## src/rtl/decode_stage.sv

```systemverilog
// rtl/decode_stage.sv - MIPS-format instruction decoder with a 2-entry skid buffer
module decode_stage #(
    parameter int XLEN  = 32,
    parameter int CNT_W = 16
) (
    input  logic             clk,
    input  logic             rst_n,
    input  logic             flush,
    input  logic             in_valid,
    output logic             in_ready,
    input  logic [31:0]      instr,
    output logic             out_valid,
    input  logic             out_ready,
    output logic [2:0]       out_class,
    output logic [2:0]       out_op,
    output logic [4:0]       out_rs,
    output logic [4:0]       out_rt,
    output logic             out_wr_en,
    output logic [4:0]       out_wr_reg,
    output logic [4:0]       out_shamt,
    output logic [XLEN-1:0]  out_imm,
    output logic [CNT_W-1:0] dec_count,
    output logic [CNT_W-1:0] ill_count
);
    localparam logic [1:0] EMPTY = 2'd0;
    localparam logic [1:0] ONE   = 2'd1;
    localparam logic [1:0] FULL  = 2'd2;

    localparam logic [2:0] C_ARITH = 3'd0, C_LOGIC = 3'd1, C_COMP = 3'd2, C_MEM = 3'd3;
    localparam logic [2:0] C_BRANCH = 3'd4, C_JUMP = 3'd5, C_ILLEGAL = 3'd7;

    localparam logic [1:0] W_NONE = 2'd0, W_RD = 2'd1, W_RT = 2'd2, W_R31 = 2'd3;
    localparam logic [1:0] I_NONE = 2'd0, I_SEXT = 2'd1, I_ZEXT16 = 2'd2, I_ZEXT26 = 2'd3;

    typedef struct packed {
        logic [2:0]      cls;
        logic [2:0]      op;
        logic [4:0]      rs;
        logic [4:0]      rt;
        logic            wr_en;
        logic [4:0]      wr_reg;
        logic [4:0]      shamt;
        logic [XLEN-1:0] imm;
    } dec_t;

    logic [5:0] opcode, funct;
    logic [2:0] cls, op;
    logic [1:0] wsel, isel;
    logic       shamt_en;
    dec_t       dec;

    assign opcode = instr[31:26];
    assign funct  = instr[5:0];

    always_comb begin
        cls      = C_ILLEGAL;
        op       = 3'd0;
        wsel     = W_NONE;
        isel     = I_NONE;
        shamt_en = 1'b0;
        case (opcode)
            6'b000000: begin
                wsel = W_RD;
                case (funct)
                    6'b100000: begin cls = C_ARITH; op = 3'd0; end
                    6'b100010: begin cls = C_ARITH; op = 3'd1; end
                    6'b100001: begin cls = C_ARITH; op = 3'd2; end
                    6'b100011: begin cls = C_ARITH; op = 3'd3; end
                    6'b100100: begin cls = C_LOGIC; op = 3'd0; end
                    6'b100101: begin cls = C_LOGIC; op = 3'd1; end
                    6'b000000: begin cls = C_LOGIC; op = 3'd4; shamt_en = 1'b1; end
                    6'b000010: begin cls = C_LOGIC; op = 3'd5; shamt_en = 1'b1; end
                    6'b101010: begin cls = C_COMP;  op = 3'd0; end
                    6'b001000: begin cls = C_JUMP;  op = 3'd1; wsel = W_NONE; end
                    default:   wsel = W_NONE;
                endcase
            end
            6'b001000: begin cls = C_ARITH;  op = 3'd4; wsel = W_RT; isel = I_SEXT; end
            6'b001001: begin cls = C_ARITH;  op = 3'd6; wsel = W_RT; isel = I_SEXT; end
            6'b001100: begin cls = C_LOGIC;  op = 3'd2; wsel = W_RT; isel = I_ZEXT16; end
            6'b001101: begin cls = C_LOGIC;  op = 3'd3; wsel = W_RT; isel = I_ZEXT16; end
            6'b001010: begin cls = C_COMP;   op = 3'd1; wsel = W_RT; isel = I_SEXT; end
            6'b100011: begin cls = C_MEM;    op = 3'd0; wsel = W_RT; isel = I_SEXT; end
            6'b101011: begin cls = C_MEM;    op = 3'd1; isel = I_SEXT; end
            6'b000100: begin cls = C_BRANCH; op = 3'd0; isel = I_SEXT; end
            6'b000101: begin cls = C_BRANCH; op = 3'd1; isel = I_SEXT; end
            6'b000111: begin cls = C_BRANCH; op = 3'd2; isel = I_SEXT; end
            6'b011000: begin cls = C_BRANCH; op = 3'd3; isel = I_SEXT; end
            6'b011001: begin cls = C_BRANCH; op = 3'd4; isel = I_SEXT; end
            6'b010101: begin cls = C_BRANCH; op = 3'd5; isel = I_SEXT; end
            6'b000010: begin cls = C_JUMP;   op = 3'd0; isel = I_ZEXT26; end
            6'b000011: begin cls = C_JUMP;   op = 3'd2; wsel = W_R31; isel = I_ZEXT26; end
            default:   cls = C_ILLEGAL;
        endcase
    end

    // Extension built by overlaying low bits so XLEN down to 26 needs no zero-width replication
    always_comb begin
        dec        = '0;
        dec.cls    = cls;
        dec.op     = op;
        dec.rs     = instr[25:21];
        dec.rt     = instr[20:16];
        dec.wr_en  = (wsel != W_NONE);
        dec.shamt  = shamt_en ? instr[10:6] : 5'd0;
        case (wsel)
            W_RD:    dec.wr_reg = instr[15:11];
            W_RT:    dec.wr_reg = instr[20:16];
            W_R31:   dec.wr_reg = 5'd31;
            default: dec.wr_reg = 5'd0;
        endcase
        case (isel)
            I_SEXT:   begin dec.imm = {XLEN{instr[15]}}; dec.imm[15:0] = instr[15:0]; end
            I_ZEXT16: dec.imm[15:0] = instr[15:0];
            I_ZEXT26: dec.imm[25:0] = instr[25:0];
            default:  dec.imm = '0;
        endcase
    end

    logic [1:0] state, state_nx;
    logic       ready_q, valid_q;
    dec_t       e0, e1;
    logic       acc, pop;

    assign acc = in_valid && ready_q && !flush;
    assign pop = valid_q && out_ready;

    always_comb begin
        state_nx = state;
        case (state)
            EMPTY:   if (acc) state_nx = ONE;
            ONE:     if (acc && !pop) state_nx = FULL;
                     else if (!acc && pop) state_nx = EMPTY;
            FULL:    if (pop) state_nx = ONE;
            default: state_nx = EMPTY;
        endcase
        if (flush) state_nx = EMPTY;
    end

    // e0 is always the oldest entry, so the output fields come straight from registers
    always_ff @(posedge clk) begin
        if (!rst_n) begin
            state     <= EMPTY;
            ready_q   <= 1'b1;
            valid_q   <= 1'b0;
            e0        <= '0;
            e1        <= '0;
            dec_count <= '0;
            ill_count <= '0;
        end else begin
            state   <= state_nx;
            ready_q <= (state_nx != FULL);
            valid_q <= (state_nx != EMPTY);
            if (!flush) begin
                if (pop && state == FULL)
                    e0 <= e1;
                else if (acc && (state == EMPTY || (state == ONE && pop)))
                    e0 <= dec;
                if (acc && state == ONE && !pop)
                    e1 <= dec;
            end
            if (acc && dec_count != {CNT_W{1'b1}})
                dec_count <= dec_count + 1'b1;
            if (acc && dec.cls == C_ILLEGAL && ill_count != {CNT_W{1'b1}})
                ill_count <= ill_count + 1'b1;
        end
    end

    assign in_ready   = ready_q;
    assign out_valid  = valid_q;
    assign out_class  = e0.cls;
    assign out_op     = e0.op;
    assign out_rs     = e0.rs;
    assign out_rt     = e0.rt;
    assign out_wr_en  = e0.wr_en;
    assign out_wr_reg = e0.wr_reg;
    assign out_shamt  = e0.shamt;
    assign out_imm    = e0.imm;
endmodule

```

## config.mk

```make
export PLATFORM = sky130hd
export DESIGN_NAME = decode_stage
export DESIGN_NICKNAME = d
export VERILOG_FILES = /design/src/rtl/decode_stage.sv
export SDC_FILE = /design/constraint.sdc
export NUM_CORES = 1
export LEC_CHECK = 0
export CAP_MARGIN = 20
export CORE_UTILIZATION = 35
export DETAILED_ROUTE_END_ITERATION = 8
export PLACE_DENSITY = 0.58
export SLEW_MARGIN = 20
export SYNTH_ARGS = -nofsm -noshare
export SYNTH_HDL_FRONTEND = slang
export SYNTH_SLANG_ARGS = --single-unit
```

## constraint.sdc

```tcl
create_clock -name clk -period 2.65 [get_ports clk]
set_input_delay 0.3975 -clock clk [delete_from_list [all_inputs] [get_ports clk]]
set_output_delay 0.3975 -clock clk [all_outputs]
set_load 0.01 [all_outputs]
```

=== Word-level counts from Yosys, hierarchy flattened ===
Index checks and enable logic that the tools add are counted.

* Register bits: 154
* Input port bits: 37
* Output and inout bits: 93
* Logic and storage cells: 124

* $add $sub $neg: 2
* Equal/unequal tests: 36
* Mux-type cells: 22
* Bitwise operators: 1
* Reductions and logical operators: 42

{| class="wikitable"
|+ Operators with widths
! kind !! count
|-
| 2-to-1 mux 59 bit || 2
|-
| equality test 6 bit (second input constant) || 9
|-
| case mux 3 bit (7 select lines) || 2
|-
| equality test 6 x 4 -> 1 bit (second input constant) || 6
|-
| adder 16 x 1 -> 16 bit (second input constant) || 2
|-
| inequality test 16 bit (second input constant) || 2
|-
| case mux 10 bit (2 select lines) || 1
|-
| equality test 6 x 2 -> 1 bit (second input constant) || 3
|-
| equality test 6 x 3 -> 1 bit (second input constant) || 3
|-
| equality test 6 x 5 -> 1 bit (second input constant) || 3
|-
| case mux 2 bit (3 select lines) || 3
|-
| 2-to-1 mux 16 bit || 1
|-
| case mux 3 bit (5 select lines) || 1
|-
| case mux 5 bit (3 select lines) || 1
|-
| OR reduction 2 bit || 7
|-
| logical AND 1 bit || 13
|-
| logical NOT 6 bit || 2
|-
| case mux 3 bit (4 select lines) || 1
|-
| OR reduction 3 bit || 4
|-
| OR reduction 6 bit || 2
|-
| OR reduction 11 bit || 1
|-
| equality test 2 bit (second input constant) || 5
|-
| 2-to-1 mux 2 bit || 5
|-
| OR reduction 9 bit || 1
|-
| other kinds (13) || 23
|}

=== Logic depth before layout (Yosys ltp) ===
Gate-level depths: netlist (run 1).

* Depth in word-level cells: 9
* Gate-level depth with buffers: 10
* Depth with buffers taken out: 7

=== Worst setup path before layout (run 1) ===
Ideal clock, no wire load.

* Kind: input port to flip-flop
* Start point: input port instr[27]
* End point: register ill_count[13]
* Setup time: 0.070 ns
* Data arrival time: 2.539 ns
* Required time: 2.580 ns
* Path slack: 0.041 ns
* Cell stages on the path: 9
* Buffers on the path: 3
* Cells stage by stage: clkbuf_1 -> nand2b_1 -> buf_4 -> nor3_1 -> or4_4 -> or3_4 -> buf_2 -> or4_1 -> a21oi_1

* Longest elaborated chain between the ends: 6
* Elaborated cells between the ends (all ways): 25
* Classes of those cells: eq/ne: 16; mux: 1; reduce/logical: 8

{| class="wikitable"
|+ Ends and longest elaborated chain
! item !! line !! RTL
|-
| from (decl) || 11 || <nowiki>input logic [31:0] instr,</nowiki>
|-
| equality test 6 x 5 -> 1 bit (tied with other cells) || 61 || <nowiki>case (opcode)</nowiki>
|-
| OR reduction 6 bit (no line) or OR reduction 2 bit (tied branches) || n/a ||
|-
| case mux 3 bit (7 select lines) (*) || 61 ||
|-
| equality test 3 bit (*) || 164 || <nowiki>if (acc && dec.cls == C_ILLEGAL && ill_count != {CNT_W{1'b1}})</nowiki>
|-
| logical AND 1 bit (*) (2 in series) || 164 ||
|-
| to (signal assigned) || 165 || <nowiki>ill_count <= ill_count + 1'b1;</nowiki>
|-
| to (decl) || 23 || <nowiki>output logic [CNT_W-1:0] ill_count</nowiki>
|}

Every way passes the cells marked *; elsewhere a longest branch is shown, timed or not.
A chain may end at the register's enable or synchronous reset.

=== Worst setup path in the final report (run 1) ===
* Start point: input port instr[30]
* End point: register ill_count[5]

Same word-level chain as after synthesis.

==> results.md, run 1 <==
- Hold WS: 0.455 ns
- DRT iter0 DRCs: 437
- Slew margin rel.: 52.6%
- Synth top cells by count: dfxtp_1 (144), nand2_1 (98), nor2_1 (95)
- CP Data Arrival Time: 2.85 ns
- CTS root buf: clkbuf_16
- Core Footprint: 18,000 um2
- Largest net degree at the start of global routing: 71
- Placed cell areas: 8440 um2
- Reg2Reg Setup Slack: 0.32 ns
- Cells after synthesis: 803
- Top FF cell, synth: dfxtp_1
- Asr flop ratio synth: 0%
- Max IR drop VDD: 0.467 mV
- CTS tree: yes
- I/O pin count: 130
- WL final: 19,000 um
- Area of the multi-input gates: 3280 um2
- Worst Reg-to-Reg Cells: 7
- Antenna violations before repair: 0
- DRC viols: 0
- Die footprint: 19,000 um2
- Yosys warning count: 0
- Global-route wire length before repair: 30,600 um
- Final Cycle Share: 94.3%
- CP max stage delay: 0.55 ns
- Outcome: finished, final reports clean
- Final Setup Violations: 0
- Synth top area share: 44.5%
- CP max FO: 10
- CTS clk-pin slew, worst paths: 0.06 ns
- Min Tclk post-route: 2.50 ns
- Highest Clock Rate: 400 MHz
- Worst Tran Pin Value: 0.709 ns
- Reg2reg start: ill_count[0]
- DRT Pass-1 Iters: 5
- Vias/cell: 5.35
- Design area: 9040 um2
- Grt ovf: 0
- Unrepaired setup endpoints after global routing: no
- Cell-by-cell trace of the critical path: clkdlybuf4s50_1 -> nand2b_1 -> nor3_1 -> or4_4 -> or3_4 -> or4_1 -> a21oi_1
- P per Cell Area: 586 nW/um2
- Yosys cell types: 61
- Synth area leaders: dfxtp_1 (45%), nand2_1 (5.7%), nor2_1 (5.5%), a21oi_1 (4.8%), o21ai_0 (4.6%)
- Nets: 996
- Biggest register: e1
- HP Class: reg -> reg
- Syn Area/Cell: 8.06 um2
- Critical Path Source Type: input pin
- Clock Sinks: 144
- GRT busiest layer: met2
- Post-DP HPWL: 13,000 um
- Final hold vios: 0
- Layout cell share with drive strength beyond 1: 12.9%
- Post-synth EDFFs: 0
- Core Util, Final: 50.2%
- Die H: 138 um
- Grt met1 use: 29.2%
- Post-CTS Setup Inserts: 0
- Fill cells: 1,740
- Initial Util: 35.9%
- Hold Path Depth: 2
- Worst skew pair latency: 0.42 ns
- Area leader, netlist: dfxtp_1
- Row cnt: 49
- GPL Wtd Cong: 0.797
- R2r endpoint: ill_count[5]
- Worst Hold Launch: e1[51]
- P_leak: 3.19 nW
- Mapped Nets: 842
- WP buf/inv: 1
- Routed Antenna Nets: 0
- Reg area: 2880 um2
- Vias in the first global route: 5,803
- Final Slew Violations: 0
- Total Routing Usage GR: 20.7%
- Mapped cell area: 6470 um2
- Crit. End Element: register
- Area Growth Syn to Fin: 39.7%
- Clock Path Buffers: 2
- Most common cell in the netlist: dfxtp_1
- Hold Path End: e1[51]
- Delay-heaviest family, CP: simple AND/OR/NAND/NOR gates
- H-Tree Depth: 4
- Total CTS buffers: 17
- Seq/Total Area, Yosys: 44.5%
- Max FFs per register: 54
- # Max-Cap Violations: 0
- WL/cell: 15.9 um
- Worst path slowest cell: or4_4
- CP Class: in -> reg
- # port buffers: 129
- Antenna Cells: 0
- Via count: 6,406
- Met3 GRT Util: 3.91%
- M2 GR Usage: 30.8%
- Die Wd: 138 um
- Max Clock Skew: 0.00941 ns
- Number of synthesized register bits: 144
- Worst path required time: 3.00 ns
## how the worst max path moves through the flow
stage	start	to	slack [ns]	depth (start not counted)
3_3_place_gp	instr[28]	ill_count[5]	-0.31	7
6_report	instr[30]	ill_count[5]	0.15	7
2_1_floorplan	instr[27]	ill_count[13]	0.04	9
5_1_grt	instr[31]	out_wr_reg[4]	0.05	9
3_5_place_dp	instr[28]	ill_count[5]	-0.34	7
4_1_cts	instr[28]	ill_count[5]	0.10	7
## placed cells by master, fill, tap and decap left out, types with 7 or more instances in the layout
master           instances
nor2_1                  94
o211ai_1                 8
buf_4                   74
a21oi_1                 62
a31oi_1                  8
nand2_1                 98
nand3_1                 31
or3_1                    8
inv_1                    7
and3_1                   7
clkdlybuf4s50_1        126
or4_1                    7
o21ai_0                 59
xnor2_1                  8
xor2_1                   9
nand2b_1                 8
clkbuf_16               17
a22oi_1                 16
a311oi_1                17
dfxtp_1                144
o221ai_1                11
a211oi_1                 8
o31ai_1                  8
nor3_1                  16
nand4_1                 11
a221oi_1                18
## layer usage
| metal | part of all wire (%) | vias up |
|---|---|---|
| met5 | 0 | - |
| met1 | 50 | 2977 |
| li1 | - | 3231 |
| met2 | 44 | 173 |
| met3 | 4.8 | 25 |
| met4 | 1.8 | 0 |
## metrics by stage
stage	power [mW]	std cells	setup TNS, ns	setup slack (ns)
after floorplan	2.60	803	0	0.0409
after global placement	2.94	1167	-8.50	-0.306
after detailed placement	2.94	1167	-8.23	-0.338
after global routing	5.52	1198	0	0.0508
final	5.30	1198	0	0.152
after CTS	5.35	1198	0	0.101
## power by group
| group | switching (mW) | internal (mW) | leakage, nW |
|---|---|---|---|
| Sequential | 0.0402 | 2.23 | 1.17 |
| Combinational | 0.308 | 0.312 | 1.74 |
| Clock | 0.946 | 1.46 | 0.289 |
| Total | 1.29 | 4.00 | 3.19 |
## repair_timing
item / 4_1_cts / 5_1_grt
hold buffers: 0 / 0
setup endpoints to repair: 0 / 2
resized for setup: 0 / 3
## kinds of logic after synthesis
logic type | share of synthesized area, %
mux | 0.483
simple gates | 23.1
fa+ha+maj | 0.387
buf+inv | 5.18
compound gates | 24.0
xor+xnor | 2.30
flops | 44.5
## worst reg2reg max path, delay by kind of cell, from the launching register on
family                     cells  cell delay, ns
AOI/OAI and AO/OA              2            0.30
adders and majority gates      1            0.31
DFF                            1            0.38
and+or+nand+nor                4            1.27
## cell type report
type                            instances  share of cell area [%]
Multi-Input combinational cell        577                    36.3
Sequential cell                       144                    31.9
Timing Repair Buffer                  209                    21.8
Clock buffer                           20                    5.16
Tap cell                              229                    3.17
Clock inverter                         11                    1.43
Inverter                                8                   0.332
(Power assumes the default switching activity.)
==> run 2: changes to the inputs <==
--- a/config.mk
+++ b/config.mk
@@ -5,10 +5,11 @@
 export SDC_FILE = /design/constraint.sdc
 export NUM_CORES = 1
 export LEC_CHECK = 0
+export ABC_CLOCK_PERIOD_IN_PS = 2650
 export CAP_MARGIN = 20
-export CORE_UTILIZATION = 35
+export CORE_UTILIZATION = 30
 export DETAILED_ROUTE_END_ITERATION = 8
-export PLACE_DENSITY = 0.58
+export PLACE_DENSITY = 0.51
 export SLEW_MARGIN = 20
 export SYNTH_ARGS = -nofsm -noshare
 export SYNTH_HDL_FRONTEND = slang
==> results.md, run 2 (synthesis gave the netlist of run 1 again) <==
- Layout cell share with drive strength beyond 1: 12.7%
- Reg2Reg Setup Slack: 0.35 ns
- Final Slew Violations: 0
- Critical Path Source Type: input pin
- HP Class: reg -> reg
- # Max-Cap Violations: 0
- Unrepaired setup endpoints after global routing: no
- WP buf/inv: 2
- Internal power: 4.07 mW
- Core Footprint: 21,100 um2
- Net Sw Power: 1.36 mW
- Biggest register: e1
- CP Data Arrival Time: 2.87 ns
- GPL Wtd Cong: 0.831
- Crit. End Element: register
- Die H: 149 um
- Worst path required time: 3.00 ns
- I/O pin count: 130
- P_leak: 3.18 nW
- CTS root buf: clkbuf_16
- Die footprint: 22,200 um2
- Via count: 6,446
- DRC viols: 0
- Clock share of power: 46.8%
- Routed Antenna Nets: 0
- Worst Reg-to-Reg Cells: 7
- Total Routing Usage GR: 18.3%
- Area of the multi-input gates: 3280 um2
- Final worst slack: 0.137 ns
- Max IR drop VDD: 0.437 mV
- Antenna violations before repair: 0
- Total CTS buffers: 17
- Most frequent cells in the layout: dfxtp_1 (144), clkdlybuf4s50_1 (127), nand2_1 (98)
- CP Class: in -> reg
- Min Tclk post-route: 2.51 ns
- Core Util, Final: 43.1%
- CP max stage delay: 0.55 ns
- Worst path slowest cell: clkdlybuf4s50_1
- H-Tree Depth: 4
- # port buffers: 129
- Cell-by-cell trace of the critical path: clkdlybuf4s50_1 -> buf_4 -> nor3_1 -> or4_4 -> or3_4 -> or4_1 -> a21oi_1
- CTS tree: yes
- CP max FO: 13
- Commonest non-fill, non-tap cell in the layout: dfxtp_1
- Fill cells: 2,147
- Final hold vios: 0
- Delay-heaviest family, CP: simple AND/OR/NAND/NOR gates
- Max FFs per register: 54
- Fin Setup TNS: 0 ns
- Antenna Cells: 0
- Switching part of the total: 25.1%
- Highest Clock Rate: 398 MHz
- Pwr Total: 5.43 mW
- Placed insts: 1,211
- CTS clk-pin slew, worst paths: 0.06 ns
- Die Wd: 149 um
- P per Cell Area: 597 nW/um2
- Worst skew pair latency: 0.43 ns
- CP Launch Point: instr[28]
- Area Growth Syn to Fin: 40.5%
- Vias/cell: 5.19
- Max Clock Skew: 0.0141 ns
- Reg area: 2880 um2
- Place WS: -0.330 ns
- Gate power share: 11.3%
- Clock Sinks: 144
- Outcome: finished, final reports clean
- DRT Pass-1 Iters: 5
- Reg2reg start: ill_count[0]
- Slew margin rel.: 49.0%
- Grt ovf: 0
- Final Setup Violations: 0
- R2r endpoint: ill_count[5]
- Fin cells: 1,243
- Worst Tran Pin Value: 0.762 ns
- Final Cycle Share: 94.8%
- Initial Util: 30.7%
- Post-DP HPWL: 13,400 um
- DRT iter0 DRCs: 357
- WP depth: 7
- Clock Path Buffers: 2
- Sequential power share: 41.8%
- Largest net degree at the start of global routing: 71
- CP endpoint: ill_count[5]
- Nets: 994
- Row cnt: 53
- WL final: 19,800 um
- Global-route wire length before repair: 31,900 um
- Vias in the first global route: 5,827
- WL/cell: 16.0 um
- Post-CTS Setup Inserts: 0
-- run 2: worst min-delay path by stage --
| stage | cells after the start | to | startpoint |
|---|---|---|---|
| global placement | 2 | e1[30] | e1[30] |
| finish | 2 | e1[30] | e1[30] |
| detailed placement | 2 | e1[30] | e1[30] |
| global route | 2 | e1[30] | e1[30] |
| floorplan | 2 | e1[30] | e1[30] |
| CTS | 2 | e1[30] | e1[30] |
-- run 2: power by group through the flow --
stage	registers [mW]	clock network [mW]	logic, mW
finish	2.27	2.54	0.614
global route	2.28	2.70	0.673
CTS	2.27	2.60	0.620
detailed placement	2.32	0	0.617
global placement	2.32	0	0.618
floorplan	2.34	0	0.260
-- run 2: repair_timing --
item                       in CTS  in global routing
gates resized for setup         0                  1
hold buffers                    0                  0
setup endpoints to repair       0                  2
-- run 2: layout make-up --
class                   instances  area share, %
clock buffers                  19           4.87
repair buffers                207           21.3
flip-flops and latches        144           31.7
multi-input cells             577           36.1
clock inverters                13           1.91
well taps                     275           3.78
inverters                       8          0.330
-- run 2: per-layer routing --
metal / global-route usage, % / wire length [um] / up-vias
met4: 6.43 / 280 / 0
met2: 26.6 / 8820 / 158
met5: 0 / 0 / -
met3: 3.46 / 955 / 15
li1: - / - / 3218
met1: 26.8 / 9790 / 3055
-- run 2: worst register-to-register path, cell delays in order, from the launching register on --
cell and delay, ns:
dfxtp_1 0.39, ha_1 0.25, and3_1 0.18, nand4_1 0.13
o311ai_1 0.14, or3_4 0.48, or4_1 0.52, a21oi_1 0.15
-- run 2: through the flow --
| step | hold slack, ns | instance area (um2) |
|---|---|---|
| final | 0.449 | 9090 |
| after global routing | 0.475 | 9090 |
| after CTS | 0.452 | 9090 |
| after detailed placement | 0.445 | 8470 |
| after global placement | 0.441 | 8470 |
| after floorplan | 0.432 | 6470 |
